**src/rtl/decode_ctrl_stage.sv**
```systemverilog
// Registered RV32I(+M) decode stage: one instruction per handshake, control bundle one cycle later.
// An M op leaving the stage holds off issue for MD_LAT cycles to model one iterative mul/div unit.
module decode_ctrl_stage #(
    parameter int ENABLE_M = 1,
    parameter int MD_LAT   = 32,
    parameter int PC_W     = 32
) (
    input  logic            clk_i,
    input  logic            rst_i,
    input  logic            flush_i,
    input  logic            in_valid_i,
    output logic            in_ready_o,
    input  logic [31:0]     instr_i,
    input  logic [PC_W-1:0] in_pc_i,
    output logic            out_valid_o,
    input  logic            out_ready_i,
    output logic [PC_W-1:0] out_pc_o,
    output logic [4:0]      rd_o,
    output logic            reg_write_o,
    output logic            mem_read_o,
    output logic            mem_write_o,
    output logic            alu_imm_sel_o,
    output logic            alu_pc_sel_o,
    output logic [5:0]      br_o,
    output logic            jal_o,
    output logic            jalr_o,
    output logic [2:0]      rw_type_o,
    output logic [4:0]      alu_ctl_o,
    output logic            muldiv_o,
    output logic            illegal_o
);
    localparam logic [6:0] OPC_LUI    = 7'b0110111;
    localparam logic [6:0] OPC_AUIPC  = 7'b0010111;
    localparam logic [6:0] OPC_JAL    = 7'b1101111;
    localparam logic [6:0] OPC_JALR   = 7'b1100111;
    localparam logic [6:0] OPC_BRANCH = 7'b1100011;
    localparam logic [6:0] OPC_LOAD   = 7'b0000011;
    localparam logic [6:0] OPC_STORE  = 7'b0100011;
    localparam logic [6:0] OPC_OPIMM  = 7'b0010011;
    localparam logic [6:0] OPC_OP     = 7'b0110011;

    // ALU codes are {alt, funct3}: alt selects SUB (funct3=000) and SRA (funct3=101)
    localparam logic [3:0] ALU_ADD  = 4'b0000;
    localparam logic [3:0] ALU_SLT  = 4'b0010;
    localparam logic [3:0] ALU_SLTU = 4'b0011;
    localparam logic [3:0] ALU_SUB  = 4'b1000;

    localparam int CW = (MD_LAT > 0) ? $clog2(MD_LAT + 1) : 1;
    localparam int BW = 28;

    logic [6:0]      opc, f7;
    logic [2:0]      f3;
    logic            is_lui, is_auipc, is_jal, is_jalr, is_br, is_ld, is_st, is_opimm, is_op;
    logic            is_m, illegal, reg_write;
    logic [4:0]      alu;
    logic [5:0]      br;
    logic [BW-1:0]   bndl_d, bndl_q;
    logic [PC_W-1:0] pc_q;
    logic            out_valid_d, out_valid_q;
    logic [CW-1:0]   md_cnt_d, md_cnt_q;
    logic            load, handoff;
    logic            unused_instr;

    assign opc = instr_i[6:0];
    assign f3  = instr_i[14:12];
    assign f7  = instr_i[31:25];
    assign unused_instr = ^instr_i[24:15];

    assign is_lui   = (opc == OPC_LUI);
    assign is_auipc = (opc == OPC_AUIPC);
    assign is_jal   = (opc == OPC_JAL);
    assign is_jalr  = (opc == OPC_JALR);
    assign is_br    = (opc == OPC_BRANCH);
    assign is_ld    = (opc == OPC_LOAD);
    assign is_st    = (opc == OPC_STORE);
    assign is_opimm = (opc == OPC_OPIMM);
    assign is_op    = (opc == OPC_OP);

    assign is_m = is_op && (f7 == 7'b0000001) && (ENABLE_M != 0);

    assign illegal = !(is_lui || is_auipc || is_jal || is_jalr || is_br || is_ld || is_st ||
                       is_opimm || is_op)
                  || (is_br && (f3[2:1] == 2'b01))
                  || (is_op && !((f7 == 7'b0000000) || (f7 == 7'b0100000) || is_m));

    assign reg_write = (instr_i[11:7] != 5'd0) && !illegal &&
                       (is_lui || is_auipc || is_jal || is_jalr || is_ld || is_opimm || is_op);

    // Immediate shifts carry instr[30] as SRAI; for other OP-IMM it is just an immediate bit
    always_comb begin
        alu = {1'b0, ALU_ADD};
        if (is_m) begin
            alu = {2'b10, f3};
        end else if (is_op || is_opimm) begin
            alu = {1'b0, instr_i[30] && ((f3 == 3'b101) || (is_op && (f3 == 3'b000))), f3};
        end else if (is_br) begin
            case (f3[2:1])
                2'b00:   alu = {1'b0, ALU_SUB};
                2'b10:   alu = {1'b0, ALU_SLT};
                2'b11:   alu = {1'b0, ALU_SLTU};
                default: alu = {1'b0, ALU_ADD};
            endcase
        end
    end

    always_comb begin
        br = 6'b000000;
        if (is_br && !illegal) begin
            case (f3)
                3'b000:  br = 6'b000001;
                3'b001:  br = 6'b000010;
                3'b100:  br = 6'b000100;
                3'b101:  br = 6'b001000;
                3'b110:  br = 6'b010000;
                3'b111:  br = 6'b100000;
                default: br = 6'b000000;
            endcase
        end
    end

    assign bndl_d = {instr_i[11:7], reg_write, is_ld && !illegal, is_st && !illegal,
                     is_lui || is_auipc || is_jalr || is_ld || is_st || is_opimm, is_auipc,
                     br, is_jal && !illegal, is_jalr && !illegal, f3, alu,
                     is_m && !illegal, illegal};

    assign {rd_o, reg_write_o, mem_read_o, mem_write_o, alu_imm_sel_o, alu_pc_sel_o,
            br_o, jal_o, jalr_o, rw_type_o, alu_ctl_o, muldiv_o, illegal_o} = bndl_q;
    assign out_pc_o    = pc_q;
    assign out_valid_o = out_valid_q;

    assign in_ready_o = !rst_i && (md_cnt_q == '0) && (!out_valid_q || out_ready_i);
    assign load       = in_valid_i && in_ready_o && !flush_i;
    assign handoff    = out_valid_q && out_ready_i;

    // Flush beats load, drain and the busy window alike
    always_comb begin
        out_valid_d = out_valid_q;
        md_cnt_d    = md_cnt_q;
        if (flush_i) begin
            out_valid_d = 1'b0;
            md_cnt_d    = '0;
        end else begin
            if (load)         out_valid_d = 1'b1;
            else if (handoff) out_valid_d = 1'b0;
            if (handoff && muldiv_o && (MD_LAT > 0)) md_cnt_d = CW'(MD_LAT);
            else if (md_cnt_q != '0)                 md_cnt_d = md_cnt_q - CW'(1);
        end
    end

    always_ff @(posedge clk_i) begin
        if (rst_i) begin
            out_valid_q <= 1'b0;
            md_cnt_q    <= '0;
            bndl_q      <= '0;
            pc_q        <= '0;
        end else begin
            out_valid_q <= out_valid_d;
            md_cnt_q    <= md_cnt_d;
            if (load) begin
                bndl_q <= bndl_d;
                pc_q   <= in_pc_i;
            end
        end
    end
endmodule

```
**config.mk**
```make
export PLATFORM = sky130hd
export DESIGN_NAME = decode_ctrl_stage
export DESIGN_NICKNAME = d
export VERILOG_FILES = /design/src/rtl/decode_ctrl_stage.sv
export SDC_FILE = /design/constraint.sdc
export NUM_CORES = 1
export LEC_CHECK = 0
export CAP_MARGIN = 25
export CELL_PAD_IN_SITES_DETAIL_PLACEMENT = 0
export CELL_PAD_IN_SITES_GLOBAL_PLACEMENT = 2
export CORE_UTILIZATION = 24
export CTS_CLUSTER_SIZE = 40
export DETAILED_ROUTE_END_ITERATION = 6
export HOLD_SLACK_MARGIN = 0.08
export PLACE_DENSITY_LB_ADDON = 0.1
export SYNTH_ARGS = -nofsm -noshare
export SYNTH_HDL_FRONTEND = slang
export SYNTH_SLANG_ARGS = --single-unit
```
**constraint.sdc**
```tcl
create_clock -name clk_i -period 2.79 [get_ports clk_i]
set_input_delay 0.4185 -clock clk_i [delete_from_list [all_inputs] [get_ports clk_i]]
set_output_delay 0.4185 -clock clk_i [all_outputs]
set_load 0.02 [all_outputs]
```
==> impl_metrics.tcl <==
set metrics [dict create \
    finalHoldViolations 0 \
    die_y_um 110 \
    yosysWarnings 0 \
    postCtsHoldBufs 0 \
    cts_buffer_depth 2 \
    crit_path_start_kind "flip-flop" \
    drtAntennaViolNets 0 \
    cts_buffers 9 \
    cellPowerDensity_nw_per_um2 834 \
    status "completed" \
    io_buffer_count 120 \
    crit_required_ns 2.37 \
    relSlewSlack_pct 62.5 \
    initial_utilization_pct 24.6 \
    num_vias 2687 \
    grt_start_max_net_pins 61 \
    syn_area_um2 2800 \
    hp-class "reg2reg" \
    wl_mm 8.78 \
    clkTransAtPathRegs_ns 0.05 \
    grt-ovfl-total 0 \
    ys_seq_area_share_pct 48.0 \
    fin_skew_ns 0.00588 \
    num-nets-final 525 \
    area_delta_synth_final_pct 57.9 \
    track_usage_pct 15.7 \
    cts_tree "done" \
    synth_seq_cells 67 \
    worst_slew_pin_slew_ns 0.562 \
    yosysTopAreaCellShare_pct 48.0 \
    rsz0062_at_grt "false" \
    cp.depth 6 \
    ios 131 \
    drive_above_1_share_pct 5.24 \
    crit_buf_inv 2 \
    synth_most_common_cell "nand2_1" \
    clkSinkCount 67 \
    p_leak_nw 1.75 \
    gp_congestion 0.714 \
    syn_avg_cell_area_um2 8.20 \
    crit_slowest_cell "clkdlybuf4s50_1" \
    cts_resized 0 \
    crit_fanout 10 \
    critPathTopFamily "buffers and inverters" \
    finalCritPeriodShare_pct 93.1 \
    antenna_found_initial 0 \
    cap_violations 0 \
    hpwl_mm 5.92 \
    slowest_delay_ns 0.63 \
    num_antenna_cells 0 \
    die_area_um2 12100 \
    layout_min_cycle_time_ns 2.60 \
    cts_setup_buffers 0 \
    syn_inst 341 \
    setup-tns-final_ns 0 \
    die_width_um 110 \
    async_flop_share_pct 0 \
    cts-htree-levels 3 \
    ys.flop_type "dfxtp_1" \
    fp-row-count 39 \
    worstSetupEndpointType "output pin" \
    core_um2 11400 \
    clkLatencyLatePin_ns 0.33 \
    drt_iter0_drc 102 \
    hold_ws_ns 0.450 \
    setup_violations 0 \
    ys_types 36 \
    firstDrtPassIters 4 \
    drc_errors 0 \
    syn_nets 412 \
    crit_type "reg2out" \
    grt_pass1_wl_mm 13.9 \
    yosys.area.top_type "dfxtp_1" \
    rr_worst_depth 6 \
    grt_pass1_vias 2690 \
    synth_commonest_cells "102 x nand2_1, 67 x dfxtp_1, 47 x nand3b_1" \
    final_max_slew_viol_count 0 \
    viasPerCell 4.47 \
    vdd_ir_drop_max_v 0.000474 \
    hold_path_depth 2 \
    clock.fmax_mhz 385 \
    clockRootBuffer "clkbuf_16" \
    synth_edf_count 0 \
    crit_chain "inv_1, ha_1, and3_1, nand2_1, nor2_1, clkdlybuf4s50_1" \
    routedWlPerCell_um 14.6 \
    synth_area_leaders "dfxtp_1 48%, nand2_1 14%, nand3b_1 13%" \
    arrival_ns 2.18 \
]
cell families after synthesis:
group | count (synthesis) | share of synthesized area [%]
fa+ha+maj | 2 | 0.895
simple gates | 201 | 37.1
compound gates | 38 | 7.87
flops | 67 | 48.0
buf+inv | 28 | 4.56
xor+xnor | 5 | 1.57
per-stage QoR:
stage	total power, W	setup WS [ns]	utilization [%]	instances	cell area, µm²
after floorplan	0.00204	1.11	-	341	2800
after global placement	0.00255	0.352	36.2	586	4120
after detailed placement	0.00256	0.357	36.2	586	4120
after CTS	0.00375	0.147	38.8	601	4420
after global routing	0.00392	0.0381	38.8	601	4420
final	0.00368	0.193	38.8	601	4420
sequential cells by signal, summed over array words and instances, names as in the netlist:
name / flops
bndl_q: 28
out_valid_o: 1
md_cnt_q: 6
out_pc_o: 32
metal layers:
layer | vias to the layer above | GRT usage, % | wire length [µm]
met5 | - | 0 | 0
met4 | 0 | 6.00 | 123
met3 | 9 | 8.60 | 848
met2 | 77 | 24.4 | 4020
met1 | 1229 | 17.9 | 3790
li1 | 1372 | - | -
final timing paths:
path,from,end,slack [ns]
worst max-delay path,md_cnt_q[0],in_ready_o,0.19
worst min-delay path,bndl_q[17],bndl_q[17],0.45
worst max register to register,md_cnt_q[0],bndl_q[11],0.59
worst min register to register,bndl_q[17],bndl_q[17],0.45
power by group:
part | switching [W] | total (W) | internal [W]
Combinational | 0.000696 | 0.00127 | 0.000574
Clock | 0.000419 | 0.00115 | 0.000735
Sequential | 0.000110 | 0.00126 | 0.00115
Total | 0.00123 | 0.00368 | 0.00246
area by class of cell:
type | count | area, µm²
fill | 1182 | 6950
multi-input combinational | 246 | 1330
clock buffer | 13 | 260
sequential | 67 | 1340
tap | 143 | 179
timing repair buffer | 127 | 1260
inverter | 3 | 11.3
clock inverter | 2 | 35.0
layout by cell type, fill, tap and decap left out, drive strengths merged, types with 4 or more instances in the layout:
cell           instances
nand2                102
buf                    8
clkdlybuf4s50        119
dfxtp                 67
nand3                  6
clkbuf                13
nor3                   9
nor2                  17
nand4                  4
o21ai                  7
nand3b                47
a21oi                 20
worst reg2reg max path, cell delays in order, from the launching register on:
cell and delay (ns):
dfxtp_1 0.31, inv_1 0.11, ha_1 0.15, and3_1 0.41, nand4_4 0.36, or4_1 0.64, a21oi_1 0.15
Note: power is estimated with default switching activity, not from simulation.
